File: config.mk
export PLATFORM = sky130hd
export DESIGN_NAME = operand_loader_flat
export DESIGN_NICKNAME = d
export VERILOG_FILES = /design/src/rtl/alu_io_pkg.sv /design/src/rtl/operand_loader_if.sv /design/src/rtl/sync_2ff.sv /design/src/rtl/operand_loader.sv /design/src/flat_wrapper.sv
export SDC_FILE = /design/constraint.sdc
export NUM_CORES = 1
export LEC_CHECK = 0
export CAP_MARGIN = 20
export CORE_ASPECT_RATIO = 0.5
export CORE_UTILIZATION = 40
export CTS_CLUSTER_DIAMETER = 60
export DETAILED_ROUTE_END_ITERATION = 10
export GPL_TIMING_DRIVEN = 0
export HOLD_SLACK_MARGIN = 0.02
export SETUP_SLACK_MARGIN = 0.15
export SYNTH_ARGS = -nofsm -noshare
export SYNTH_HDL_FRONTEND = slang
export SYNTH_SLANG_ARGS = --single-unit
File: constraint.sdc
create_clock -name clk -period 1.9 [get_ports clk]
set_clock_uncertainty 0.05 [all_clocks]
set_input_delay 0.38 -clock clk [delete_from_list [all_inputs] [get_ports clk]]
set_output_delay 0.38 -clock clk [all_outputs]
set_load 0.05 [all_outputs]
File: src/rtl/alu_io_pkg.sv
// alu_io_pkg: shared types and sizes for the ALU operand front end.
package alu_io_pkg;
    typedef enum logic [1:0] {IDLE, DEB_PRESS, COMMIT, DEB_RELEASE} loader_state_t;
    typedef enum logic {LOAD, CLEAR} load_kind_t;
    localparam int NUM_OPERANDS = 8;
    localparam int OPERAND_W = 4;
endpackage

File: src/rtl/operand_loader_if.sv
// operand_loader_if: switch/button inputs and operand slot outputs of the loader.
interface operand_loader_if
    import alu_io_pkg::*;
#(
    parameter int DATA_W = OPERAND_W
);
    logic [DATA_W-1:0] sw_data;
    logic [2:0] sw_addr;
    logic btn_load;
    logic btn_clear;
    logic [DATA_W-1:0] x0, x1, x2, x3, x4, x5, x6, x7;
    logic load_pulse;
    logic busy;
    logic [2:0] last_addr;
    modport master (
        output sw_data, sw_addr, btn_load, btn_clear,
        input  x0, x1, x2, x3, x4, x5, x6, x7, load_pulse, busy, last_addr
    );
    modport slave (
        input  sw_data, sw_addr, btn_load, btn_clear,
        output x0, x1, x2, x3, x4, x5, x6, x7, load_pulse, busy, last_addr
    );
endinterface

File: src/rtl/sync_2ff.sv
// sync_2ff: two-flop synchroniser for asynchronous inputs.
module sync_2ff #(
    parameter int W = 1
) (
    input  logic         clk,
    input  logic         rst,
    input  logic [W-1:0] d,
    output logic [W-1:0] q
);
    logic [W-1:0] meta;
    always_ff @(posedge clk or negedge rst)
        if (!rst) begin
            meta <= '0;
            q    <= '0;
        end else begin
            meta <= d;
            q    <= meta;
        end
endmodule

File: src/rtl/operand_loader.sv
// operand_loader: debounced LOAD/CLEAR buttons writing the eight ALU operand slots.
module operand_loader
    import alu_io_pkg::*;
#(
    parameter int DEBOUNCE_CYCLES = 1000000,
    parameter int DATA_W = OPERAND_W
) (
    input logic clk,
    input logic rst,
    operand_loader_if.slave io
);
    localparam int CW = $clog2(DEBOUNCE_CYCLES);
    localparam logic [CW-1:0] CMAX = CW'(DEBOUNCE_CYCLES - 1);
    logic [1:0] btn_s;
    logic ld_s, clr_s, mon;
    loader_state_t state;
    load_kind_t kind;
    logic [CW-1:0] cnt;
    logic [DATA_W-1:0] x [NUM_OPERANDS];
    sync_2ff #(.W(2)) u_sync (
        .clk(clk),
        .rst(rst),
        .d({io.btn_clear, io.btn_load}),
        .q(btn_s)
    );
    assign clr_s = btn_s[1];
    assign ld_s  = btn_s[0];
    // Only the button that started the sequence is watched until it is released.
    assign mon = (kind == CLEAR) ? clr_s : ld_s;
    always_ff @(posedge clk or negedge rst)
        if (!rst) begin
            state         <= IDLE;
            kind          <= LOAD;
            cnt           <= '0;
            x             <= '{default: '0};
            io.load_pulse <= 1'b0;
            io.busy       <= 1'b0;
            io.last_addr  <= '0;
        end else begin
            io.load_pulse <= 1'b0;
            case (state)
                IDLE:
                    if (clr_s || ld_s) begin
                        state   <= DEB_PRESS;
                        kind    <= clr_s ? CLEAR : LOAD;
                        cnt     <= '0;
                        io.busy <= 1'b1;
                    end
                DEB_PRESS:
                    if (!mon) begin
                        state   <= IDLE;
                        io.busy <= 1'b0;
                    end else if (cnt == CMAX) begin
                        state         <= COMMIT;
                        io.load_pulse <= 1'b1;
                    end else
                        cnt <= cnt + 1'b1;
                COMMIT: begin
                    if (kind == CLEAR)
                        x <= '{default: '0};
                    else begin
                        x[io.sw_addr] <= io.sw_data;
                        io.last_addr  <= io.sw_addr;
                    end
                    state <= DEB_RELEASE;
                    cnt   <= '0;
                end
                DEB_RELEASE:
                    if (mon)
                        cnt <= '0;
                    else if (cnt == CMAX) begin
                        state   <= IDLE;
                        io.busy <= 1'b0;
                    end else
                        cnt <= cnt + 1'b1;
                default: state <= IDLE;
            endcase
        end
    assign io.x0 = x[0];
    assign io.x1 = x[1];
    assign io.x2 = x[2];
    assign io.x3 = x[3];
    assign io.x4 = x[4];
    assign io.x5 = x[5];
    assign io.x6 = x[6];
    assign io.x7 = x[7];
endmodule

File: src/flat_wrapper.sv
// flat-port wrapper written by rule: the top's interface ports become plain ports
module operand_loader_flat import alu_io_pkg::*;
#(
    parameter int DEBOUNCE_CYCLES = 1000000,
    parameter int DATA_W = OPERAND_W
)
  (clk, rst, io_sw_data, io_sw_addr, io_btn_load, io_btn_clear, io_x0, io_x1, io_x2, io_x3, io_x4, io_x5, io_x6, io_x7, io_load_pulse, io_busy, io_last_addr);
  operand_loader_if #(.DATA_W(DATA_W)) io_i ();
  input logic clk;
  input logic rst;
  input wire logic [$bits(io_i.sw_data)-1:0] io_sw_data;
  input wire logic [$bits(io_i.sw_addr)-1:0] io_sw_addr;
  input wire logic [$bits(io_i.btn_load)-1:0] io_btn_load;
  input wire logic [$bits(io_i.btn_clear)-1:0] io_btn_clear;
  output wire logic [$bits(io_i.x0)-1:0] io_x0;
  output wire logic [$bits(io_i.x1)-1:0] io_x1;
  output wire logic [$bits(io_i.x2)-1:0] io_x2;
  output wire logic [$bits(io_i.x3)-1:0] io_x3;
  output wire logic [$bits(io_i.x4)-1:0] io_x4;
  output wire logic [$bits(io_i.x5)-1:0] io_x5;
  output wire logic [$bits(io_i.x6)-1:0] io_x6;
  output wire logic [$bits(io_i.x7)-1:0] io_x7;
  output wire logic [$bits(io_i.load_pulse)-1:0] io_load_pulse;
  output wire logic [$bits(io_i.busy)-1:0] io_busy;
  output wire logic [$bits(io_i.last_addr)-1:0] io_last_addr;
  assign io_i.sw_data = io_sw_data;
  assign io_i.sw_addr = io_sw_addr;
  assign io_i.btn_load = io_btn_load;
  assign io_i.btn_clear = io_btn_clear;
  assign io_x0 = io_i.x0;
  assign io_x1 = io_i.x1;
  assign io_x2 = io_i.x2;
  assign io_x3 = io_i.x3;
  assign io_x4 = io_i.x4;
  assign io_x5 = io_i.x5;
  assign io_x6 = io_i.x6;
  assign io_x7 = io_i.x7;
  assign io_load_pulse = io_i.load_pulse;
  assign io_busy = io_i.busy;
  assign io_last_addr = io_i.last_addr;
  operand_loader #(.DEBOUNCE_CYCLES(DEBOUNCE_CYCLES), .DATA_W(DATA_W)) u_core (.clk(clk), .rst(rst), .io(io_i));
endmodule
==> summary by stage <==
STA
Across all setup checks in the final design, the least slack found is -23.1 ps. The relative max-transition margin is between 40% and 50%. The setup TNS is -41.4 ps. Setup repair after global routing could not meet its margin everywhere.

The number of hold-slack violations in the final timing report is 0. For the pin with the worst max-slew slack, the measured transition is roughly 800 ps. Of the available clock period, the critical path in the final layout requires 101%. For this run, the top clock speed supported by timing is around 520 MHz. The max-slew violation count is 0.

Setup violations remaining at the end of the flow were counted as 3. The shortest clock period the worst path allows after layout is a little under 2000 ps.

Setup path
STA puts the critical path data required time at approximately 2100 ps. The family of cells with the greatest summed delay on the critical path is simple AND/OR/NAND/NOR gates. The signal on the critical path passes through ha_2, nand2_2, or3_4, or3_4, or2_4, mux2i_1. The signal arrival time at the worst endpoint is between 2000 and 2500 ps. In this design, the critical path's most frequently occurring cell is or3_4. The type of origin of the critical path is a register. The peak per-stage delay on the critical path is ~400 ps. The total buffers and inverters traversed by the critical path is 0.

The capturing element type of the critical path is a register. The slowest stage of the critical path is the or3_4 cell. Of all nets on the critical path, the largest fanout is 3. The type of the worst setup path is reg -> reg.

Finish
The antenna diode count is 0. In the final layout, the share of cells above drive strength 1 is between 20% and 30%. The area added between synthesis and finish is 35.1%. The post-route core utilization is between 50% and 60%. The final cell count without fillers is a little under 500. The total number of nets in the final design is around 410.

Synthesis
Yosys attributes the largest share of cell area to dfrtp_1 52%, a22oi_1 7.9%, o21ai_0 6.7%. Averaged over all synthesized cells, the footprint is between 9 and 10 um^2. The dominant cell by count in the synthesized netlist is dfrtp_1. The most used flip-flop cell after synthesis is dfrtp_1.

In this run, synthesis inferred 0 flip-flops with an integrated enable. The flip-flop and latch count after synthesis is 64. The top cell type by total area after synthesis is dfrtp_1. The number of nets produced by synthesis is around 340. The commonest cells after synthesis are 64 x dfrtp_1, 50 x nand2_1, 41 x o21ai_0. The combined area of all synthesized cells is between 3000 and 4000 um^2. Counting every instance in the synthesized netlist gives 326. The share of the Yosys chip area taken by registers is 52.4%.

The unique cell type count in the Yosys netlist is 44. After synthesis, the share of flip-flops with an asynchronous set or reset is 100%. After synthesis, the largest area contributor takes up a little over half of total cell area. The Yosys step of the flow raised 0 warnings.

Floorplanning
The core outline area is approximately 7300 um^2. The effective utilization at floorplan is a little over two fifths. The initialized floorplan defines 22 standard-cell rows. In this run the count of I/O pins placed on the die edge is 48. The die extent in y is between 60 and 70 um. The overall die width is around 130 um. The die covers roughly 8000 um^2.

Global routing
In this run the most used layer during global routing was met2. The global-route congestion overflow total is 0. In the global route stage, overall resource usage came out at 19.9%. For met2 alone, demand over resource in global routing was about a third.

The maximum number of pins on one net before global-route repair is 65. The via count of the first global-routing pass is between 2,000 and 3,000. The first-pass GRT wire length is between 10 and 15 mm. In the global route stage, met3 resource usage came out at under 10%. The number of antenna violations at the first check in global routing was 0. In the global route stage, met1 resource usage came out at 24.3%.

Run status
The flow ran to the end, but the final reports show violations. The checks that failed: design-rule violations, negative setup slack.

Routing
Detailed routing inserted a total of about 2,700 vias. The remaining number of nets flagged by the antenna check after routing is 0. The ratio of routed vias to standard cells is 5.48. The wire length reported by the detailed router is 7.64 mm. After detailed routing, the number of remaining DRC violations is 4. The average detailed-routed wire length per instance is between 15 and 20 um. The first TritonRoute pass finished after 7 iterations. The iteration-0 DRC count of the detailed router is 226.

CTS
Counting the buffers created by CTS gives 9. The clock tree synthesis step divided the H-tree into 3 levels. The number of clock sinks is 64. The master cell of the clock root buffer is clkbuf_16. Buffers inserted to repair hold after CTS numbered 0. The clock-pin slew reported for the worst setup and hold paths after clock tree synthesis is 50 ps. The clock reaches the later pin of the worst-skew pair after between 300 and 400 ps.

The maximum buffer depth of the clock tree is 2. The TritonCTS clock tree is yes.

Power and ir drop
The worst supply voltage drop on vdd is about 520 uV. Power comes to 4.13 mW. The leakage component of the power is 1.80 nW.

The areal power density over the cells is between 900 and 1000 nW/um^2.

Job
The tool flagged a number of max-cap violations equal to 0.

Placed design
The weighted congestion at the end of routability-driven global placement is approximately 0.79. The placed wire-length estimate is roughly 4.8 mm. Once placement completed, the tool counted placed cells totaling about 460. During placement, the flow inserted port buffers numbering 40.

Worst hold path
The worst min-delay path class is in -> async.
## layout by cell type (no fill, tap or decap), types with 7 or more instances in the layout
cell            n
buf_6           8
nand3_1        15
dfrtp_1        64
nor2_1         20
clkbuf_1        7
dlygate4sd2_1  37
buf_4          16
nand2_1        48
xor2_1          8
a22oi_1        32
o21ai_0        37
clkbuf_16       9
## registers in the layout, indices dropped and copies added, names as in the netlist, named ones only
signal	cells
u_core.io.load_pulse	1
u_core.state	1
u_core.u_sync.meta	2
u_core.io.busy	1
u_core.io.x4	4
u_core.io.x1	4
u_core.io.x7	4
u_core.cnt	20
u_core.io.x0	4
u_core.io.last_addr	3
u_core.kind	1
u_core.io.x2	4
u_core.u_sync.q	2
u_core.io.x3	4
u_core.io.x6	4
u_core.io.x5	4
## layer usage
metal  up-vias  wire (um)
met5         -          0
met4         0         74
met3         7        261
met2        43       3870
met1      1346       3430
li1       1324          -
## worst register-to-register path, delay by kind of cell (launching register included)
family                     cells  cell delay (ps)
muxes                          1              120
and+or+nand+nor                4             1070
DFF                            1              360
adders and majority gates      1              200
## through the flow
step           cell area [um^2]  setup WS, ps  hold WS [ps]
4_1_cts                    4060         -31.9           134
3_5_place_dp               3580          -167           287
3_3_place_gp               3580         -1700           282
5_1_grt                    4130         -98.8           173
2_1_floorplan              3060          26.5          34.4
6_report                   4130         -23.1          93.1
## cells by family after synthesis
logic type      Yosys count  synth area share (%)
buf+inv                  23                  3.07
xor+xnor                  9                  2.58
compound gates           97                  19.8
flops                    64                  52.4
mux                       5                  1.88
simple gates            127                  19.9
fa+ha+maj                 1                 0.409
## final cells by class
cell class / count / area [um^2]
sequential: 64 / 1600
fill: 639 / 3220
buffer: 20 / 114
tap: 96 / 120
inverter: 3 / 11.3
multi-input combinational: 239 / 1490
clock buffer: 13 / 270
timing repair buffer: 58 / 505
clock inverter: 3 / 15.0
## report_power, final
group          leakage (nW)  total (mW)  switching [mW]  internal [mW]
clock                 0.145        1.55           0.571          0.982
combinational         0.947        1.10           0.640          0.456
sequential            0.707        1.48          0.0434           1.43
## path summary, 6_finish.rpt
path / endpoint / depth (start not counted) / slack [ps] / from
setup / recovery: register / 6 / -20 / u_core.cnt[1]$_DFFE_PN0P_
hold / removal: u_core.io.x6[2]$_DFFE_PN0P_ / 1 / 90 / rst
setup reg to reg: register / 6 / -20 / u_core.cnt[1]$_DFFE_PN0P_
hold reg to reg: u_core.u_sync.q[0]$_DFF_PN0_ / 0 / 300 / u_core.u_sync.meta[0]$_DFF_PN0_
max in group asynchronous: u_core.cnt[2]$_DFFE_PN0P_ / 1 / 1180 / rst
min in group clk: u_core.u_sync.q[0]$_DFF_PN0_ / 0 / 300 / u_core.u_sync.meta[0]$_DFF_PN0_
## timing repair
action                     in CTS  in global routing
resized for setup              77                 16
pin swaps                      17                 14
setup endpoints to repair      93                 55
setup buffers                  15                  3
(Power assumes the default switching activity.)
